[src/rtl/mem_access_unit.sv]
// mem_access_unit: sequences byte/halfword load-store requests onto a 256x8 memory
module mem_access_unit (
    input  logic        clk,
    input  logic        rst,
    input  logic        req_valid,
    output logic        req_ready,
    input  logic        req_write,
    input  logic        req_wide,
    input  logic [7:0]  req_addr,
    input  logic [15:0] req_wdata,
    output logic        resp_valid,
    output logic [15:0] resp_rdata,
    output logic [7:0]  mem_address,
    output logic        mem_writeEn,
    output logic [7:0]  mem_write_data,
    input  logic [7:0]  mem_read_data
);
    typedef enum logic [1:0] {IDLE, LO, HI, RESP} state_t;
    state_t      state_q, state_d;
    logic        write_q, write_d, wide_q, wide_d;
    logic [7:0]  addr_q, addr_d;
    logic [15:0] wdata_q, wdata_d, rdata_q, rdata_d;
    logic        accept, in_lo, in_hi;
    always_ff @(posedge clk or posedge rst) begin
        if (rst) begin
            state_q <= IDLE;
            write_q <= 1'b0;
            wide_q  <= 1'b0;
            addr_q  <= 8'h00;
            wdata_q <= 16'h0000;
            rdata_q <= 16'h0000;
        end else begin
            state_q <= state_d;
            write_q <= write_d;
            wide_q  <= wide_d;
            addr_q  <= addr_d;
            wdata_q <= wdata_d;
            rdata_q <= rdata_d;
        end
    end
    always_comb begin
        req_ready      = state_q == IDLE;
        resp_valid     = state_q == RESP;
        in_lo          = state_q == LO;
        in_hi          = state_q == HI;
        accept         = req_valid && req_ready;
        state_d        = state_q;
        case (state_q)
            IDLE: state_d = accept ? LO : IDLE;
            LO:   state_d = wide_q ? HI : RESP;
            HI:   state_d = RESP;
            RESP: state_d = IDLE;
            default: state_d = IDLE;
        endcase
        write_d        = accept ? req_write : write_q;
        wide_d         = accept ? req_wide  : wide_q;
        addr_d         = accept ? req_addr  : addr_q;
        wdata_d        = accept ? req_wdata : wdata_q;
        mem_address    = in_lo ? addr_q : in_hi ? addr_q + 8'd1 : 8'h00;
        mem_writeEn    = !((in_lo || in_hi) && write_q);
        mem_write_data = (in_lo && write_q) ? wdata_q[7:0] : (in_hi && write_q) ? wdata_q[15:8] : 8'h00;
        rdata_d        = (in_lo && !write_q) ? (wide_q ? {rdata_q[15:8], mem_read_data} : {8'h00, mem_read_data})
                       : (in_hi && !write_q) ? {mem_read_data, rdata_q[7:0]} : rdata_q;
        resp_rdata     = rdata_q;
    end
endmodule

[config.mk]
export PLATFORM = sky130hd
export DESIGN_NAME = mem_access_unit
export DESIGN_NICKNAME = d
export VERILOG_FILES = /design/src/rtl/mem_access_unit.sv
export SDC_FILE = /design/constraint.sdc
export NUM_CORES = 1
export LEC_CHECK = 0
export ABC_AREA = 1
export BUFFER_PORTS_ARGS = -buffer_cell sky130_fd_sc_hd__buf_2
export CAP_MARGIN = 20
export CORE_MARGIN = 2
export CORE_UTILIZATION = 45
export CTS_CLUSTER_DIAMETER = 30
export CTS_CLUSTER_SIZE = 40
export DETAILED_ROUTE_END_ITERATION = 7
export GPL_TIMING_DRIVEN = 1
export PLACE_DENSITY_LB_ADDON = 0.3
export SLEW_MARGIN = 5
export SYNTH_ARGS = -nofsm -noshare
export SYNTH_HDL_FRONTEND = slang
export SYNTH_SLANG_ARGS = --single-unit
[constraint.sdc]
create_clock -name clk -period 1.3 [get_ports clk]
set_input_delay 0.065 -clock clk [delete_from_list [all_inputs] [get_ports clk]]
set_output_delay 0.065 -clock clk [all_outputs]
set_load 0.05 [all_outputs]
==> results.toml, run 1 <==
[outcome]
status = "finished with violations"
failed_checks = "setup timing"

[global_routing]
grt_usage_pct = 26.4
grt_pass1_vias = 2227
grt-ovfl-total = 0
grt_util_met3_pct = 4.72
use_met2_pct = 48.4
grt_pass1_wl_um = 10500
antenna_found_initial = 0
grt.busiest_layer = "met2"
grt_start_max_net_pins = 25
met1_usage_pct = 30.7

[die]
start_util_pct = 47.6
die_x_um = 72.5
dieHeight_um = 72.5
rows = 24
die_area_um2 = 5260
core-area_um2 = 4440
pin_count = 72

[yosys]
synth_edf_count = 0
synth.area.top_cells = "dfrtp_1 (52%), nand2_1 (13%), o21ai_0 (6.2%), mux2_2 (4.3%), inv_1 (4.1%)"
ys_ff_latch = 44
ys_seq_area_share_pct = 52.1
yosysMostFrequentCell = "nand2_1"
yosysTopAreaCell = "dfrtp_1"
ys.flop_type = "dfrtp_1"
yosys_warnings = 0
synth_fp_nets = 279
synthTopCellsByCount = "nand2_1 (72), dfrtp_1 (44), o21ai_0 (26)"
syn_avg_cell_area_um2 = 8.95
synthCells = 236
ys_types = 27
synth_top_area_share_pct = 52.1
syn-cell-area_um2 = 2110
async_flop_share_pct = 100

[worst_setup_path]
regToRegStartpoint = "state_q[1]$_DFF_PP0_"
arrival_ns = 1.78
end_kind = "output pin"
critical_path_required_ns = 1.24
rrSetupSlack_ns = -0.34
rr_worst_depth = 8
critPathKind = "reg -> out"
r2r_end = "resp_rdata[8]$_DFFE_PP0P_"
critPathMaxFanout = 7
startpoint_type = "flip-flop"

[hold_path]
holdPathEnd = "resp_rdata[4]$_DFFE_PP0P_"
min_path_type = "in -> reg"
worstHoldStart = "mem_read_data[4]"
holdPathStages = 2

[pwr]
total_power_w = 0.0126
p_per_area_nw_per_um2 = 3020
p_leak_nw = 2.08
max-vdd-ir-drop_v = 0.00241

[sta]
setup_tns_ns = -15.99
post-route-period-util_pct = 142
fmax_mhz = 542
final_max_slew_viol_count = 0
hold_violations = 0
max_slew_margin_pct = 78.7
setup_violations = 62
rsz0062_at_grt = "true"
final.setup.worst_slack_ns = -0.545
finClkSkew_ns = 0.0135
tightestPinTransition_ns = 0.319
timing.final.crit_period_ns = 1.84

[detailed_routing]
routedWlPerCell_um = 22.9
drt_iter0_drc = 190
dr.pass1.iters = 5
wirelength_um = 9810
drc_errors = 0
viasPerCell = 5.64
postRouteAntennaNets = 0
vias = 2416

[place]
place_ws_ns = -0.257
place_area_um2 = 2900
post-dp-hpwl_um = 3720
port_buffers = 71
gp_congestion = 0.796

[clock_network]
htree_levels = 2
numCtsBuffers = 5
clkLatencyLatePin_ns = 0.31
clk_pin_slew_ns = 0.08
root_buffer = "clkbuf_8"
cts_buffer_depth = 2
clock-sinks = 44
cts_tree = "built"

[final_layout]
fillers = 130
fin_area_um2 = 4190
num_antenna_cells = 0
drive_above_1_share_pct = 65.4
nNetsFinal = 418
syn2layout_area_growth_pct = 98.3

[flow_run]
cap_violations = 0
==> cell usage in the layout (no fill, tap or decap), types with 2 or more instances in the layout <==
cell / count
inv_4: 2
o21ai_1: 4
o21ai_2: 13
buf_12: 3
nor2_4: 16
inv_2: 4
buf_4: 27
ha_4: 4
dlygate4sd3_1: 27
nand3_2: 2
nand2_1: 28
nand2_4: 26
inv_1: 17
a21oi_2: 10
buf_6: 17
clkbuf_8: 7
nand2_2: 19
buf_8: 9
o21ai_4: 9
clkbuf_16: 5
buf_2: 52
nand3_4: 2
nand3_1: 6
mux2_4: 8
dfrtp_1: 44
nor2_2: 2
ha_1: 2
==> stage by stage <==
step	hold slack, ns	cells	util, %
floorplan	0.175	236	-
global placement	0.124	371	65.2
detailed placement	0.125	371	65.2
CTS	0.00346	413	83.0
global route	0.0322	428	94.3
finish	0.0266	428	94.3
==> logic make-up after synthesis <==
group / share of synthesized area [%]
AO/OA/AOI/OAI: 11.6
adder cells (fa/ha/maj): 3.55
buffers and inverters: 7.16
flip-flops: 52.1
multiplexers: 4.74
AND/OR/NAND/NOR: 20.8
==> report_power, final <==
part	total [W]	leakage [nW]	switching (W)	internal (W)
Sequential	0.00258	0.527	0.000531	0.00205
Clock	0.00117	0.0645	0.000492	0.000679
Combinational	0.00889	1.49	0.00540	0.00348
==> critical path, cell delays in order (launching register included) <==
cell and delay (ns):
dfrtp_1 0.44, inv_2 0.12, ha_4 0.17, inv_4 0.04, nor2_4 0.19, nand2_8 0.15, o21ai_4 0.19, buf_6 0.18
==> worst max-delay path by stage <==
stage                          from                 to  cells past startpoint
2_1_floorplan  state_q[1]$_DFF_PP0_     mem_address[4]                      7
3_3_place_gp   state_q[0]$_DFF_PP0_     mem_address[7]                      9
3_5_place_dp   state_q[0]$_DFF_PP0_  mem_write_data[0]                      7
4_1_cts        state_q[0]$_DFF_PP0_     mem_address[7]                      9
5_1_grt        state_q[0]$_DFF_PP0_  mem_write_data[3]                      7
6_report       state_q[0]$_DFF_PP0_  mem_write_data[3]                      7
==> per-layer routing <==
| metal | wire (µm) | vias to the layer above |
|---|---|---|
| met5 | 0 | - |
| met4 | 661 | 0 |
| met3 | 529 | 56 |
| met2 | 5220 | 152 |
| met1 | 3390 | 1184 |
| li1 | - | 1024 |
==> flip-flops by register name (all words and copies together) (netlist names) <==
register and count:
state_q 2, write_q 1, wdata_q 16, resp_rdata 16
addr_q 8, wide_q 1
==> layout make-up <==
cell class                 instances  area [µm²]  area share (%)
clock inverter                     1        30.0           0.717
inverter                          25         119            2.84
tap                               52        65.1            1.55
clock buffer                       7        96.3            2.30
sequential                        44        1100            26.3
multi-input combinational        158        1510            36.0
timing repair buffer             141        1270            30.4
==> repair_timing <==
item                                    CTS  global route
pin swaps                                 9            12
resized for setup                        91           100
endpoints found under the hold margin    67             3
endpoints found under the setup margin   61            62
buffers inserted                         10             9
hold buffers                             24             3
gates cloned                              2             5
(Power assumes the default switching activity.)
==> inputs of run 2 (changes only) <==
--- a/config.mk
+++ b/config.mk
@@ -6,10 +6,12 @@
 export NUM_CORES = 1
 export LEC_CHECK = 0
 export ABC_AREA = 1
+export ABC_CLOCK_PERIOD_IN_PS = 1300
 export BUFFER_PORTS_ARGS = -buffer_cell sky130_fd_sc_hd__buf_2
 export CAP_MARGIN = 20
 export CORE_MARGIN = 2
 export CORE_UTILIZATION = 45
+export CTS_BUF_LIST = sky130_fd_sc_hd__clkbuf_16
 export CTS_CLUSTER_DIAMETER = 30
 export CTS_CLUSTER_SIZE = 40
 export DETAILED_ROUTE_END_ITERATION = 7
==> run 2 against run 1 <==
Effect of this change:
- the run still ends with setup timing left
- critical path depth rose by 3
- sequential power is 2% lower
- critical path type unchanged
- first-iteration DRC count shrank 38%
- register-to-register slack lost 0.12 ns
- largest cell class unchanged
- sequential cell count stayed put
- final cell count decreased by 1.2%
==> results.toml, run 2 (same netlist as run 1, synthesis figures left out) <==
[outcome]
status = "finished with violations"
failed_checks = "setup timing"

[worst_setup_path]
regToRegStartpoint = "state_q[1]$_DFF_PP0_"
critPathKind = "reg -> out"
rrSetupSlack_ns = -0.46
arrival_ns = 1.75
critPathMaxFanout = 4
rr_worst_depth = 10
r2r_end = "resp_rdata[8]$_DFFE_PP0P_"
end_kind = "output pin"
critical_path_required_ns = 1.24
startpoint_type = "flip-flop"

[final_layout]
syn2layout_area_growth_pct = 86.9
fin_area_um2 = 3950
num_antenna_cells = 0
nNetsFinal = 413
final_cell_mix = "nand2_1 (57), buf_2 (52), dfrtp_1 (43)"
fillers = 179
final_common_cell = "nand2_1"
drive_above_1_share_pct = 55.8

[global_routing]
grt_pass1_vias = 2207
grt_usage_pct = 26.8
antenna_found_initial = 0
grt-ovfl-total = 0
grt_pass1_wl_um = 10700
grt_start_max_net_pins = 25

[pwr]
max-vdd-ir-drop_v = 0.00212
total_power_w = 0.0122
swShare_pct = 48.5
p_int_w = 0.00627
p_comb_share_pct = 67.4
p_per_area_nw_per_um2 = 3080
sequentialPowerShare_pct = 20.9
switching_power_w = 0.00590
p_leak_nw = 1.90
pwr-share-clk_pct = 11.7

[sta]
timing.final.crit_period_ns = 1.82
hold_violations = 0
post-route-period-util_pct = 140
finClkSkew_ns = 0.00347
tightestPinTransition_ns = 0.320
max_slew_margin_pct = 78.7
fmax_mhz = 550
final.setup.worst_slack_ns = -0.520
worst_hold_slack_ns = 0.00411
final_max_slew_viol_count = 0
rsz0062_at_grt = "true"
setup_violations = 62

[hold_path]
holdPathStages = 3
worstHoldStart = "req_addr[5]"
min_path_type = "in -> reg"
holdPathEnd = "addr_q[5]$_DFFE_PP0P_"

[detailed_routing]
viasPerCell = 5.33
drc_errors = 0
wirelength_um = 7660
postRouteAntennaNets = 0
drt_iter0_drc = 118
dr.pass1.iters = 4
routedWlPerCell_um = 18.1
vias = 2256

[die]
dieHeight_um = 72.5
core-area_um2 = 4440
start_util_pct = 47.6
rows = 24
pin_count = 72
die_area_um2 = 5260
die_x_um = 72.5

[clock_network]
htree_levels = 2
cts_buffer_depth = 2
clk_pin_slew_ns = 0.06
numCtsBuffers = 5
clkLatencyLatePin_ns = 0.29
clock-sinks = 44
root_buffer = "clkbuf_16"
cts_tree = "built"

[place]
port_buffers = 71
place_area_um2 = 2900
gp_congestion = 0.796
post-dp-hpwl_um = 3720

[flow_run]
cap_violations = 0
==> run 2: cell types whose count changed in the layout (fill, tap and decap cells not counted), sizes merged <==
cell | before | now
dlygate4sd3 | 27 | 22
buf | 109 | 111
clkinv | 1 | 3
clkbuf | 12 | 8
==> run 2: critical path, stage by stage (launching register included) <==
cell     delay (ns)
dfrtp_1        0.39
inv_2          0.08
ha_4           0.21
inv_8          0.08
nand2_4        0.06
nor2_4         0.16
nand3_2        0.12
nand2_2        0.07
nand2_2        0.06
nor2_4         0.08
buf_6          0.15
==> run 2: area by class of cell <==
class                   instances  area (µm²)  share of cell area [%]
well taps                      52        65.1                    1.65
flip-flops and latches         44        1100                    27.9
clock inverters                 3        37.5                   0.951
clock buffers                   5         125                    3.17
inverters                      25         116                    2.95
multi-input cells             158        1300                    32.9
repair buffers                136        1200                    30.5
==> run 2: what timing repair did <==
action,in CTS,in global routing
gates resized for setup,89,39
hold endpoints to repair,65,0
hold buffers,22,0
setup buffers,13,6
setup endpoints to repair,61,62
pin swaps,11,7
cloned,2,4
==> run 2: worst max path at each step <==
stage,from,to,slack (ns)
6_report,state_q[1]$_DFF_PP0_,mem_address[7],-0.52
5_1_grt,state_q[1]$_DFF_PP0_,mem_address[7],-0.62
4_1_cts,state_q[0]$_DFF_PP0_,mem_address[7],-0.44
3_5_place_dp,state_q[0]$_DFF_PP0_,mem_write_data[0],-0.26
3_3_place_gp,state_q[0]$_DFF_PP0_,mem_address[7],-0.21
2_1_floorplan,state_q[1]$_DFF_PP0_,mem_address[4],-0.27
==> run 2: stage by stage <==
step	setup TNS, ns	std cells	utilization, %	setup WS [ns]
global route	-21.39	423	88.9	-0.618
global placement	-4.71	371	65.2	-0.207
finish	-17.34	423	88.9	-0.520
floorplan	-3.02	236	-	-0.269
detailed placement	-6.33	371	65.2	-0.257
CTS	-11.83	414	83.8	-0.436
==> run 2: per-layer routing <==
metal / GRT usage, % / part of all wire, % / vias to the layer above
li1: - / - / 1023
met1: 34.4 / 39 / 1105
met2: 45.9 / 53 / 110
met3: 3.33 / 5.3 / 18
met4: 10.7 / 2.5 / 0
met5: 0 / 0 / -
==> run 2: power by group through the flow <==
stage	registers, W	clock network (W)	logic [W]
global route	0.00260	0.00148	0.00860
finish	0.00254	0.00143	0.00820
floorplan	0.00330	0	0.00359
CTS	0.00247	0.00141	0.00734
detailed placement	0.00245	0	0.00571
global placement	0.00242	0	0.00558
